## config.mk

```make
export PLATFORM = sky130hd
export DESIGN_NAME = lsu_mem_access_flat
export DESIGN_NICKNAME = d
export VERILOG_FILES = /design/src/rtl/riscv_pkg.sv /design/src/rtl/lsu_mem_access_if.sv /design/src/rtl/lsu_load_formatter.sv /design/src/rtl/lsu_mem_access.sv /design/src/flat_wrapper.sv
export SDC_FILE = /design/constraint.sdc
export NUM_CORES = 1
export LEC_CHECK = 0
export CAP_MARGIN = 20
export CORE_MARGIN = 10
export CORE_UTILIZATION = 42
export CTS_CLUSTER_DIAMETER = 40
export DETAILED_ROUTE_END_ITERATION = 16
export PLACE_DENSITY_LB_ADDON = 0.15
export SLEW_MARGIN = 30
export SYNTH_ARGS = -nofsm -noshare
export SYNTH_HDL_FRONTEND = slang
export SYNTH_SLANG_ARGS = --single-unit
```

## constraint.sdc

```tcl
create_clock -name clk -period 4.6 [get_ports clk]
set_input_delay 0.92 -clock clk [delete_from_list [all_inputs] [get_ports clk]]
set_output_delay 0.92 -clock clk [all_outputs]
set_load 0.02 [all_outputs]
```

## src/rtl/riscv_pkg.sv

```systemverilog
// Shared encodings and helpers for the MEM-stage load/store unit.
// Holds the decode type codes, the LSU state enum and store lane-steering functions.
package riscv_pkg;

    localparam logic [2:0] LOAD_LB  = 3'b000;
    localparam logic [2:0] LOAD_LH  = 3'b001;
    localparam logic [2:0] LOAD_LW  = 3'b010;
    localparam logic [2:0] LOAD_LBU = 3'b011;
    localparam logic [2:0] LOAD_LHU = 3'b100;
    localparam logic [2:0] LOAD_DEF = 3'b111;

    localparam logic [1:0] STORE_SB  = 2'b00;
    localparam logic [1:0] STORE_SH  = 2'b01;
    localparam logic [1:0] STORE_SW  = 2'b10;
    localparam logic [1:0] STORE_DEF = 2'b11;

    typedef enum logic [1:0] {
        IDLE = 2'd0,
        REQ  = 2'd1,
        WAIT = 2'd2,
        DONE = 2'd3
    } lsu_state_e;

    // Access captured in IDLE and replayed unchanged on the bus until it completes.
    typedef struct packed {
        logic        we;
        logic [29:0] waddr;
        logic [1:0]  offset;
        logic [2:0]  ltype;
        logic [3:0]  wstrb;
        logic [31:0] wdata;
    } lsu_req_t;

    function automatic logic load_misaligned(input logic [2:0] lt, input logic [1:0] off);
        case (lt)
            LOAD_LB, LOAD_LBU: load_misaligned = 1'b0;
            LOAD_LH, LOAD_LHU: load_misaligned = off[0];
            default:           load_misaligned = (off != 2'b00);
        endcase
    endfunction

    function automatic logic store_misaligned(input logic [1:0] st, input logic [1:0] off);
        case (st)
            STORE_SH: store_misaligned = off[0];
            STORE_SW: store_misaligned = (off != 2'b00);
            default:  store_misaligned = 1'b0;
        endcase
    endfunction

    function automatic logic [3:0] store_strb(input logic [1:0] st, input logic [1:0] off);
        case (st)
            STORE_SB: store_strb = 4'b0001 << off;
            STORE_SH: store_strb = 4'b0011 << {off[1], 1'b0};
            STORE_SW: store_strb = 4'b1111;
            default:  store_strb = 4'b0000;
        endcase
    endfunction

    function automatic logic [31:0] store_wdata(input logic [1:0] st, input logic [31:0] sd);
        case (st)
            STORE_SB: store_wdata = {4{sd[7:0]}};
            STORE_SH: store_wdata = {2{sd[15:0]}};
            default:  store_wdata = sd;
        endcase
    endfunction

endpackage

```

## src/rtl/lsu_mem_access_if.sv

```systemverilog
// Data-memory request/grant/response bus between the LSU (master) and memory (slave).
interface lsu_mem_access_if;
    logic        dmem_req;
    logic        dmem_we;
    logic [31:0] dmem_addr;
    logic [3:0]  dmem_wstrb;
    logic [31:0] dmem_wdata;
    logic        dmem_gnt;
    logic        dmem_rvalid;
    logic [31:0] dmem_rdata;

    modport master (
        output dmem_req, dmem_we, dmem_addr, dmem_wstrb, dmem_wdata,
        input  dmem_gnt, dmem_rvalid, dmem_rdata
    );

    modport slave (
        input  dmem_req, dmem_we, dmem_addr, dmem_wstrb, dmem_wdata,
        output dmem_gnt, dmem_rvalid, dmem_rdata
    );
endinterface

```

## src/rtl/lsu_load_formatter.sv

```systemverilog
// Selects the addressed byte/half of a read word and sign- or zero-extends it.
module lsu_load_formatter
    import riscv_pkg::*;
(
    input  logic [31:0] rdata,
    input  logic [1:0]  offset,
    input  logic [2:0]  load_type,
    output logic [31:0] result
);
    logic [7:0]  byte_sel;
    logic [15:0] half_sel;

    always_comb begin
        byte_sel = 8'(rdata >> {offset, 3'b000});
        half_sel = offset[1] ? rdata[31:16] : rdata[15:0];
        case (load_type)
            LOAD_LB:  result = {{24{byte_sel[7]}}, byte_sel};
            LOAD_LH:  result = {{16{half_sel[15]}}, half_sel};
            LOAD_LBU: result = {24'h0, byte_sel};
            LOAD_LHU: result = {16'h0, half_sel};
            default:  result = rdata;
        endcase
    end
endmodule

```

## src/rtl/lsu_mem_access.sv

```systemverilog
// MEM-stage load/store unit: runs one data-memory access per instruction, stalling the
// pipeline until grant (stores) or read data (loads) arrives, with a timeout watchdog.
module lsu_mem_access
    import riscv_pkg::*;
#(
    parameter int MAX_WAIT = 255
) (
    input  logic        clk,
    input  logic        rst,
    input  logic        mem_read,
    input  logic        mem_write,
    input  logic [2:0]  mem_load_type,
    input  logic [1:0]  mem_store_type,
    input  logic [31:0] addr,
    input  logic [31:0] store_data,
    output logic        stall,
    output logic [31:0] load_data,
    output logic        misaligned,
    output logic        bus_error,
    lsu_mem_access_if.master dmem
);
    localparam logic [7:0] MAX_WAIT_C = 8'(MAX_WAIT);

    lsu_state_e  state_q, state_d;
    lsu_req_t    req_q, req_d;
    logic [7:0]  cnt_q, cnt_d;
    logic [31:0] load_data_q, load_data_d;
    logic        bus_error_q, bus_error_d;

    logic        is_wr, is_rd, access, mis, start;
    logic [31:0] fmt_data;

    lsu_load_formatter u_fmt (
        .rdata     (dmem.dmem_rdata),
        .offset    (req_q.offset),
        .load_type (req_q.ltype),
        .result    (fmt_data)
    );

    // A store wins over a simultaneous load; STORE_DEF with mem_write is a no-op.
    always_comb begin
        is_wr  = mem_write;
        is_rd  = mem_read && !mem_write;
        access = (is_wr && (mem_store_type != STORE_DEF)) || is_rd;
        mis    = is_wr ? store_misaligned(mem_store_type, addr[1:0])
                       : load_misaligned(mem_load_type, addr[1:0]);
        start  = (state_q == IDLE) && access && !mis;
    end

    always_comb begin
        state_d     = state_q;
        req_d       = req_q;
        cnt_d       = cnt_q;
        load_data_d = load_data_q;
        bus_error_d = 1'b0;
        case (state_q)
            IDLE: begin
                if (start) begin
                    req_d.we     = is_wr;
                    req_d.waddr  = addr[31:2];
                    req_d.offset = addr[1:0];
                    req_d.ltype  = mem_load_type;
                    req_d.wstrb  = is_wr ? store_strb(mem_store_type, addr[1:0]) : 4'b0000;
                    req_d.wdata  = is_wr ? store_wdata(mem_store_type, store_data) : 32'h0;
                    cnt_d        = 8'd0;
                    state_d      = REQ;
                end
            end
            REQ: begin
                if (dmem.dmem_gnt) begin
                    cnt_d   = 8'd0;
                    state_d = req_q.we ? DONE : WAIT;
                end else begin
                    cnt_d = cnt_q + 8'd1;
                    if (cnt_d == MAX_WAIT_C) begin
                        bus_error_d = 1'b1;
                        state_d     = DONE;
                    end
                end
            end
            WAIT: begin
                if (dmem.dmem_rvalid) begin
                    load_data_d = fmt_data;
                    state_d     = DONE;
                end else begin
                    cnt_d = cnt_q + 8'd1;
                    if (cnt_d == MAX_WAIT_C) begin
                        bus_error_d = 1'b1;
                        state_d     = DONE;
                    end
                end
            end
            default: state_d = IDLE;
        endcase
    end

    always_ff @(posedge clk or posedge rst) begin
        if (rst) begin
            state_q     <= IDLE;
            req_q       <= '0;
            cnt_q       <= 8'd0;
            load_data_q <= 32'h0;
            bus_error_q <= 1'b0;
        end else begin
            state_q     <= state_d;
            req_q       <= req_d;
            cnt_q       <= cnt_d;
            load_data_q <= load_data_d;
            bus_error_q <= bus_error_d;
        end
    end

    // Combinational IDLE-cycle outputs are gated so reset forces every output low.
    assign stall      = !rst && (start || (state_q == REQ) || (state_q == WAIT));
    assign misaligned = !rst && (state_q == IDLE) && access && mis;
    assign bus_error  = bus_error_q;
    assign load_data  = load_data_q;

    assign dmem.dmem_req   = (state_q == REQ);
    assign dmem.dmem_we    = req_q.we;
    assign dmem.dmem_addr  = {req_q.waddr, 2'b00};
    assign dmem.dmem_wstrb = req_q.wstrb;
    assign dmem.dmem_wdata = req_q.wdata;
endmodule

```

## src/flat_wrapper.sv

```systemverilog
// flat-port wrapper written by rule: the top's interface ports become plain ports
module lsu_mem_access_flat import riscv_pkg::*;
#(
    parameter int MAX_WAIT = 255
)
  (clk, rst, mem_read, mem_write, mem_load_type, mem_store_type, addr, store_data, stall, load_data, misaligned, bus_error, dmem_dmem_req, dmem_dmem_we, dmem_dmem_addr, dmem_dmem_wstrb, dmem_dmem_wdata, dmem_dmem_gnt, dmem_dmem_rvalid, dmem_dmem_rdata);
  lsu_mem_access_if dmem_i ();
  input  logic clk;
  input  logic rst;
  input  logic mem_read;
  input  logic mem_write;
  input  logic [2:0] mem_load_type;
  input  logic [1:0] mem_store_type;
  input  logic [31:0] addr;
  input  logic [31:0] store_data;
  output logic stall;
  output logic [31:0] load_data;
  output logic misaligned;
  output logic bus_error;
  output wire logic [$bits(dmem_i.dmem_req)-1:0] dmem_dmem_req;
  output wire logic [$bits(dmem_i.dmem_we)-1:0] dmem_dmem_we;
  output wire logic [$bits(dmem_i.dmem_addr)-1:0] dmem_dmem_addr;
  output wire logic [$bits(dmem_i.dmem_wstrb)-1:0] dmem_dmem_wstrb;
  output wire logic [$bits(dmem_i.dmem_wdata)-1:0] dmem_dmem_wdata;
  input wire logic [$bits(dmem_i.dmem_gnt)-1:0] dmem_dmem_gnt;
  input wire logic [$bits(dmem_i.dmem_rvalid)-1:0] dmem_dmem_rvalid;
  input wire logic [$bits(dmem_i.dmem_rdata)-1:0] dmem_dmem_rdata;
  assign dmem_dmem_req = dmem_i.dmem_req;
  assign dmem_dmem_we = dmem_i.dmem_we;
  assign dmem_dmem_addr = dmem_i.dmem_addr;
  assign dmem_dmem_wstrb = dmem_i.dmem_wstrb;
  assign dmem_dmem_wdata = dmem_i.dmem_wdata;
  assign dmem_i.dmem_gnt = dmem_dmem_gnt;
  assign dmem_i.dmem_rvalid = dmem_dmem_rvalid;
  assign dmem_i.dmem_rdata = dmem_dmem_rdata;
  lsu_mem_access #(.MAX_WAIT(MAX_WAIT)) u_core (.clk(clk), .rst(rst), .mem_read(mem_read), .mem_write(mem_write), .mem_load_type(mem_load_type), .mem_store_type(mem_store_type), .addr(addr), .store_data(store_data), .stall(stall), .load_data(load_data), .misaligned(misaligned), .bus_error(bus_error), .dmem(dmem_i));
endmodule
```

* After elaboration in Yosys (flattened, before gate mapping) *
Index checks and enable logic that the tools add are counted.

word-level totals
  register bits after elaboration = 115
  input bits = 107
  output and inout bits = 105
  word-level logic and storage cells = 76

cells by class
  add/subtract/negate cells = 1
  eq/ne operators = 14
  shifts and indexed selects = 3
  mux-type cells = 23
  reductions and logical operators = 25

operator list
  kind                                                                    number
  32-bit one-hot mux with 4 select lines                                  1
  32-bit one-hot mux with 2 select lines                                  1
  32-bit 2-to-1 mux                                                       1
  32-bit by 5-bit right shift with 8-bit output                           1
  8-bit 2-to-1 mux                                                        3
  8-bit one-hot mux with 3 select lines                                   1
  16-bit 2-to-1 mux                                                       1
  4-bit one-hot mux with 3 select lines                                   1
  8-bit by 1-bit adder with 8-bit output (second input constant)          1
  8-bit equality test (second input constant)                             1
  1-bit logical AND                                                       8
  2-bit 2-to-1 mux                                                        4
  3-bit by 1-bit equality test with 1-bit output (second input constant)  2
  3-bit by 2-bit equality test with 1-bit output (second input constant)  2
  3-bit equality test (second input constant)                             2
  3-bit zero test                                                         2
  1-bit one-hot mux with 2 select lines                                   3
  2-bit one-hot mux with 3 select lines                                   1
  1-bit 2-to-1 mux                                                        5
  2-bit by 1-bit equality test with 1-bit output (second input constant)  2
  2-bit equality test (second input constant)                             2
  2-bit zero test                                                         2
  4-bit 2-to-1 mux                                                        1
  2-bit inequality test (second input constant)                           2
  10 further kinds                                                        16

* Longest topological paths before layout *
Gate-level depths: netlist (run 1).

  depth after elaboration = 9
  gate-level depth with buffers = 10
  gate-level depth less buffers = 7

* Cells and area by module *
From an unflattened synthesis (run 1), not the netlist that was laid out.

unflattened totals
  cells, all modules = 666
  area total of the unflattened synthesis = 7075.5 µm²

by module, submodules not included
  module              instances  cells each  area an instance (µm²)  sequential area each (µm²)
  lsu_mem_access      1          513         6055.8                  2877.8
  lsu_load_formatter  1          153         1019.7                  0.0

* Worst setup path before layout (run 1) *
No wires, ideal clock.

  kind = input port to output port
  start = in rst
  end = out misaligned
  arrival = 3.941 ns
  data required time = 3.680 ns
  path slack = -0.261 ns
  stages on the path = 2
  buffers on the path = 0
  path through = inv_1 -> and4_1

between the ends
  longest elaborated chain between the ends = 4

ends and longest elaborated chain
  what                             line                   text
  from (decl)                      flat_wrapper.sv:9      input logic rst;
  1-bit zero test (no line)        -
  1-bit logical AND (3 in series)  lsu_mem_access.sv:115  assign misaligned = !rst && (state_q == IDLE) && access && mis;
  to (decl)                        flat_wrapper.sv:18     output logic misaligned;

No other way between the ends.

* Final worst setup path (run 1) *
  start = in addr[1]
  end = out stall

between the ends
  longest elaborated chain between the ends = 8
  elaborated cells between the ends (all ways) = 9
  those cells by class = 3 x mux; 6 x reduce/logical

ends and longest elaborated chain
  what                                                             line                              text
  from (decl)                                                      flat_wrapper.sv:14                input logic [31:0] addr;
  2-bit nonzero test *                                             riscv_pkg.sv:38, riscv_pkg.sv:45
  1-bit one-hot mux with 2 select lines, on equally long branches  riscv_pkg.sv:35, riscv_pkg.sv:43
  1-bit 2-to-1 mux *                                               lsu_mem_access.sv:45              mis = is_wr ? store_misaligned(mem_store_type, addr[1:0])
  1-bit zero test *                                                lsu_mem_access.sv:47              start = (state_q == IDLE) && access && !mis;
  1-bit logical AND *                                              lsu_mem_access.sv:47
  1-bit logical OR * (2 in series)                                 lsu_mem_access.sv:114             assign stall = !rst && (start || (state_q == REQ) || (state_q == WAIT));
  1-bit logical AND *                                              lsu_mem_access.sv:114
  to (decl)                                                        flat_wrapper.sv:16                output logic stall;

Every way passes the cells marked *; elsewhere a longest branch is shown, timed or not.

==> run_results.csv, run 1 <==
group,metric,value,unit
sta,fin_worst_skew,0.01692,ns
clock_network,clock_latency,0.41,ns
die,die_x,143.5,µm
clock_network,cts_buffers,17,
critical_path,startpoint_type,"input port",
yosys,ys_types,58,
critical_path,crit_path_end_kind,"primary output",
route,drtAntennaViolNets,0,
sta,finalHoldViolations,0,
place,routabilityCongestion,0.8501,
power_and_ir_drop,swShare,0.3945,
route,drt-pass1-iter-count,5,
power_and_ir_drop,p_total,6133,µW
final_layout,postLayoutCoreUtil,0.5792,
grt,grt_start_max_net_pins,82,
route,drc,0,
critical_path,reg2reg_from,"u_core.state_q[0]",
sta,finalCritPeriodShare,0.8916,
die,start_util,0.4245,
die,row_count,45,
sta,rsz0062_at_grt,"no",
critical_path,cp_top_family,"buffers and inverters",
final_layout,diodes,0,
route,wl,18940,µm
yosys,async_flop_share,1.000,
critical_path,crit_slowest_cell,"clkdlybuf4s50_1",
place,port-buffer-count,209,
critical_path,arrival,3.18,ns
critical_path,crit_end,"stall",
critical_path,worst-path-buf-inv,2,
sta,drv_slew,0,
yosys,syn_inst,692,
critical_path,crit_path_frequent_cell,"clkdlybuf4s50_1",
clock_network,clkTransAtPathRegs,0.05,ns
yosys,ys.flop_type,"dfrtp_1",
power_and_ir_drop,power.internal,3713,µW
sta,max_slew_margin,0.3578,
sta,tightest_slew,0.9633,ns
sta,fmax,243.8,MHz
yosys,avgSynthCellArea,9.256,µm²
critical_path,path_class,"in -> out",
worst_hold_path,hold_class,"reg -> reg",
yosys,synth-edff-count,0,
die,io_pins,212,
die,dieHeight,143.5,µm
grt,grt_overflow,0,
power_and_ir_drop,clock_power_share,0.215,
power_and_ir_drop,power.share.sequential,0.297,
sta,timing.setup.tns,0,ns
place,dp_hpwl,14270,µm
die,dieArea,20590,µm²
route,dr_total_vias,5237,
critical_path,rrSetupSlack,1.90,ns
final_layout,drive_above_1_share,0.1220,
run,drv_cap,0,
clock_network,cts_sinks,115,
route,wire_per_inst,18.49,µm
power_and_ir_drop,power.leakage,0.003690,µW
run_status,status,"complete, no violations",
yosys,syn_area,6405,µm²
critical_path,crit_start,"addr[1]",
route,viasPerCell,5.114,
sta,setup_viol,0,
yosys,seq_area_frac_synth,0.4493,
critical_path,r2r_cells,6,
power_and_ir_drop,p_per_area,701.7,nW/µm²
die,core_area,15090,µm²
route,drt_iter0_drc,350,
sta,finalCriticalPeriod,4.101,ns
clock_network,post_cts_buffers,0,
critical_path,critPathRequiredTime,3.68,ns
critical_path,slowest_delay,0.62,ns
clock_network,h-tree-depth,4,
clock_network,cts-root-buf,"clkbuf_16",
clock_network,ctsHoldBuffers,0,
critical_path,r2r-end,"u_core.dmem.dmem_addr[31]",
grt,grt.total_usage,0.1832,
clock_network,clockBufferDepth,2,
clock_network,cts_resized,0,
yosys,ys_ff_latch,115,
grt,grt_pass1_vias,5372,
final_layout,nets,941,
yosys,yosysWarnings,0,
power_and_ir_drop,vdd_ir_drop_max,0.3502,mV
grt,grt_pass1_wl,29750,µm
critical_path,crit_cells,6,
power_and_ir_drop,p_sw,2419,µW
power_and_ir_drop,combPwrFrac,0.488,
final_layout,area_growth,36.45,%
clock_network,cts_tree,"yes",
critical_path,path_max_fanout,8,
critical_path,cp_cell_sequence,"clkdlybuf4s50_1, or2_1, a222oi_1, o2111ai_4, a21oi_1, clkdlybuf4s50_1",
grt,antenna_found_initial,0,
power by group through the flow:
stage | clock (µW) | sequential [µW] | combinational (µW)
after floorplan | 0 | 1870 | 2000
after global routing | 1410 | 1890 | 3240
after CTS | 1350 | 1830 | 3020
final | 1320 | 1820 | 2990
after global placement | 0 | 1800 | 2980
after detailed placement | 0 | 1830 | 3010
synthesized netlist by cell type (11+ instances only):
library cell	count	area (µm²)
inv_1	23	86.33
nand2_1	126	473.0
clkbuf_1	26	97.59
ha_1	11	137.6
a21oi_1	27	135.1
o21ai_0	53	265.3
a22o_1	11	96.34
mux2_2	52	585.6
dfrtp_1	115	2878
buf_4	68	510.5
nor2_1	54	202.7
nor2b_1	11	68.82
cell type report:
| type | instances | area [µm²] |
|---|---|---|
| timing repair buffer | 217 | 2156 |
| fill | 1331 | 6350 |
| sequential | 115 | 2878 |
| clock inverter | 10 | 122.6 |
| clock buffer | 22 | 474.2 |
| multi-input combinational | 449 | 2784 |
| tap | 188 | 235.2 |
| inverter | 23 | 90.09 |
through the flow:
step	hold WS (ns)	setup WS [ns]	instances	area [µm²]
2_1_floorplan	0.4498	0.4721	693	6412
3_3_place_gp	0.4609	0.5114	992	8139
3_5_place_dp	0.4689	0.5037	992	8143
4_1_cts	0.4822	0.4939	1024	8740
5_1_grt	0.5054	0.3638	1024	8740
6_report	0.4743	0.4987	1024	8740
kinds of logic after synthesis:
family | share of synthesized area
other | 0.0005855
buffers and inverters | 0.1194
xor gates and xnor gates | 0.002735
muxes | 0.09650
DFF | 0.4493
adders and majority gates | 0.02149
and+or+nand+nor | 0.1451
AOI/OAI and AO/OA | 0.1649
layout by cell type (no fill, tap or decap), types with 4 or more instances in the layout:
cell type,n
clkdlybuf4s50_1,209
nand2_1,126
dfrtp_1,115
nor2_1,54
o21ai_0,53
mux2_2,52
a21oi_1,27
inv_1,22
clkbuf_16,17
nor2b_1,11
a22o_1,11
ha_1,11
nor3_1,10
a211oi_1,10
a22oi_1,9
a31oi_1,7
buf_4,7
o221a_2,6
nand2b_1,5
a21o_1,5
nand3_1,5
o32a_1,5
a221oi_1,4
clkinvlp_4,4
tightest hold or removal path, delay by kind of cell (launching register included):
kind,cells,cell delay (ns)
and+or+nand+nor,1,0.05
AOI/OAI and AO/OA,1,0.05
DFF,1,0.33
worst min-delay path by stage:
stage | from | endpoint | slack (ns) | cells past startpoint
2_1_floorplan | u_core.dmem.dmem_wstrb[2] | u_core.dmem.dmem_wstrb[2] | 0.45 | 2
3_3_place_gp | u_core.dmem.dmem_wdata[15] | u_core.dmem.dmem_wdata[15] | 0.46 | 2
3_5_place_dp | u_core.load_data[0] | u_core.load_data[0] | 0.47 | 2
4_1_cts | u_core.dmem.dmem_wstrb[2] | u_core.dmem.dmem_wstrb[2] | 0.48 | 2
5_1_grt | u_core.dmem.dmem_wdata[30] | u_core.dmem.dmem_wdata[30] | 0.51 | 2
6_report | u_core.dmem.dmem_wstrb[2] | u_core.dmem.dmem_wstrb[2] | 0.47 | 2
per-layer routing:
metal  routed length (µm)  part of all wire  global-route usage
met1                 7706              0.41              0.2152
met2                 9575              0.51              0.3046
met3                 1505             0.079             0.07393
met4                  148            0.0078             0.04675
met5                    0                 0                   0
registers in the layout, summed over array words and instances, names as in the netlist:
signal	flops
u_core.dmem.dmem_addr	30
u_core.bus_error	1
u_core.load_data	32
u_core.dmem.dmem_wdata	32
u_core.req_q	5
u_core.state_q	2
u_core.cnt_q	8
u_core.dmem.dmem_we	1
u_core.dmem.dmem_wstrb	4
Note: power is estimated with default switching activity, not from simulation.
==> run 2, diff against run 1 <==
--- a/config.mk
+++ b/config.mk
@@ -9,6 +9,7 @@
 export CORE_MARGIN = 10
 export CORE_UTILIZATION = 42
 export CTS_CLUSTER_DIAMETER = 40
+export CTS_CLUSTER_SIZE = 10
 export DETAILED_ROUTE_END_ITERATION = 16
 export PLACE_DENSITY_LB_ADDON = 0.15
 export SLEW_MARGIN = 30
==> results of run 2 <==
No change in the layout: final DEF, timing and power equal those of run 1.
==> run 3, diff against run 2 <==
--- a/config.mk
+++ b/config.mk
@@ -11,6 +11,7 @@
 export CTS_CLUSTER_DIAMETER = 40
 export CTS_CLUSTER_SIZE = 10
 export DETAILED_ROUTE_END_ITERATION = 16
+export GPL_TIMING_DRIVEN = 0
 export PLACE_DENSITY_LB_ADDON = 0.15
 export SLEW_MARGIN = 30
 export SYNTH_ARGS = -nofsm -noshare
==> run 3 against run 2 <==
Cell count rose by 10%. Global-route usage increased by 0.86 points. Design area increased by 7.4%. Power is 6.2% higher. Wire length increased by 3.7%. Critical path depth up 3. Flip-flop and latch count stayed put. Sequential share of layout area decreased by 2.3 points. Clock-buffer cell count unchanged. Critical path type unchanged. Largest power group unchanged.
==> run_results.csv, run 3 (same netlist as run 1, synthesis figures left out) <==
group,metric,value,unit
route,drtAntennaViolNets,0,
final_layout,area_growth,46.57,%
final_layout,nets,1043,
sta,drv_slew,0,
sta,timing.setup.tns,0,ns
sta,finalCriticalPeriod,4.380,ns
die,die_x,143.5,µm
final_layout,layout_common_cells,"clkdlybuf4s50_1, nand2_1, dfrtp_1",
run,drv_cap,0,
place,routabilityCongestion,0.8659,
power_and_ir_drop,vdd_ir_drop_max,0.3390,mV
route,wl,19630,µm
worst_hold_path,hold_class,"reg -> reg",
clock_network,clockBufferDepth,2,
die,io_pins,212,
clock_network,cts_sinks,115,
clock_network,ctsHoldBuffers,0,
route,drt-pass1-iter-count,5,
die,dieHeight,143.5,µm
grt,grt_overflow,0,
final_layout,postLayoutCoreUtil,0.6221,
critical_path,critPathRequiredTime,3.68,ns
clock_network,post_cts_buffers,0,
sta,fmax,228.3,MHz
clock_network,cts-root-buf,"clkbuf_16",
die,core_area,15090,µm²
route,wire_per_inst,17.43,µm
sta,setup_viol,0,
route,dr_total_vias,5653,
sta,max_slew_margin,0.4750,
route,viasPerCell,5.020,
grt,grt_start_max_net_pins,29,
power_and_ir_drop,p_per_area,693.5,nW/µm²
clock_network,clkTransAtPathRegs,0.05,ns
grt,grt_pass1_vias,5731,
sta,rsz0062_at_grt,"no",
sta,finalCritPeriodShare,0.9521,
die,dieArea,20590,µm²
place,dp_hpwl,15390,µm
critical_path,arrival,3.46,ns
final_layout,diodes,0,
sta,tightest_slew,0.7848,ns
clock_network,cts_buffers,17,
clock_network,h-tree-depth,4,
die,start_util,0.4245,
run_status,status,"complete, no violations",
final_layout,layout.cells.most_common,"clkdlybuf4s50_1",
critical_path,startpoint_type,"input port",
sta,fin_worst_skew,0.006561,ns
final_layout,layout.cells.non_filler,1126,
critical_path,crit_path_end_kind,"primary output",
die,row_count,45,
clock_network,cts_tree,"yes",
critical_path,path_class,"in -> out",
place,port-buffer-count,209,
clock_network,cts_resized,2,
grt,grt.total_usage,0.1918,
critical_path,path_max_fanout,10,
sta,holdWs,0.4760,ns
grt,antenna_found_initial,0,
place,dpl.cell_count,1094,
final_layout,drive_above_1_share,0.1855,
grt,grt_pass1_wl,30930,µm
route,drc,0,
route,drt_iter0_drc,331,
sta,finalHoldViolations,0,
power_and_ir_drop,power.leakage,0.004095,µW
clock_network,clock_latency,0.41,ns
==> run 3: cell types whose count changed in the layout (fill, tap and decap cells not counted), sizes merged <==
cell / delta
clkinv: +3
clkbuf: +27
clkinvlp: -1
buf: +75
inv: -2
dlygate4sd2: +1
clkdlybuf4s50: -1
==> run 3: per-layer routing <==
| layer | global-route usage | wire [µm] | vias to the layer above |
|---|---|---|---|
| li1 | - | - | 2782 |
| met1 | 0.2316 | 8202 | 2686 |
| met2 | 0.3065 | 9601 | 168 |
| met3 | 0.07756 | 1554 | 17 |
| met4 | 0.05911 | 269 | 0 |
| met5 | 0 | 0 | - |
==> run 3: stage by stage <==
step / instance area, µm² / total power, µW / setup WS (ns)
after floorplan: 6412 / 3862 / 0.4721
after global placement: 8740 / 5223 / -1.486
after detailed placement: 8820 / 5271 / -0.1557
after CTS: 9388 / 6569 / 0.1602
after global routing: 9388 / 6924 / 0.02252
final: 9388 / 6511 / 0.2201
==> run 3: layout make-up <==
type                    count  area [µm²]
clock inverters            10       108.9
well taps                 188       235.2
inverters                  23       90.09
plain buffers             106       678.2
clock buffers              22       454.2
fillers                  1309        5702
multi-input cells         449        2773
flip-flops and latches    115        2878
repair buffers            213        2171
==> run 3: worst paths after layout <==
kind	start	end	slack [ns]	cells after the start
max	addr[1]	stall	0.22	9
min	u_core.dmem.dmem_wstrb[2]	u_core.dmem.dmem_wstrb[2]	0.48	2
max reg2reg	u_core.state_q[0]	u_core.load_data[12]	2.05	7
min reg2reg	u_core.dmem.dmem_wstrb[2]	u_core.dmem.dmem_wstrb[2]	0.48	2
max in group asynchronous	rst	u_core.dmem.dmem_addr[3]	3.01	4
min in group asynchronous	rst	u_core.dmem.dmem_wstrb[2]	0.90	2
==> run 3: where the power goes <==
part	internal, µW	switching, µW	leakage (µW)
sequential	1470	258	0.00141
combinational	1750	1770	0.00241
clock	806	460	0.000274
==> run 3: critical path, cell delays in order <==
cell and delay, ns:
clkdlybuf4s50_1 0.55, or2_1 0.29, a222oi_1 0.41, o2111ai_2 0.23
buf_6 0.21, buf_6 0.15, buf_2 0.19, a21oi_1 0.13
dlygate4sd2_1 0.37
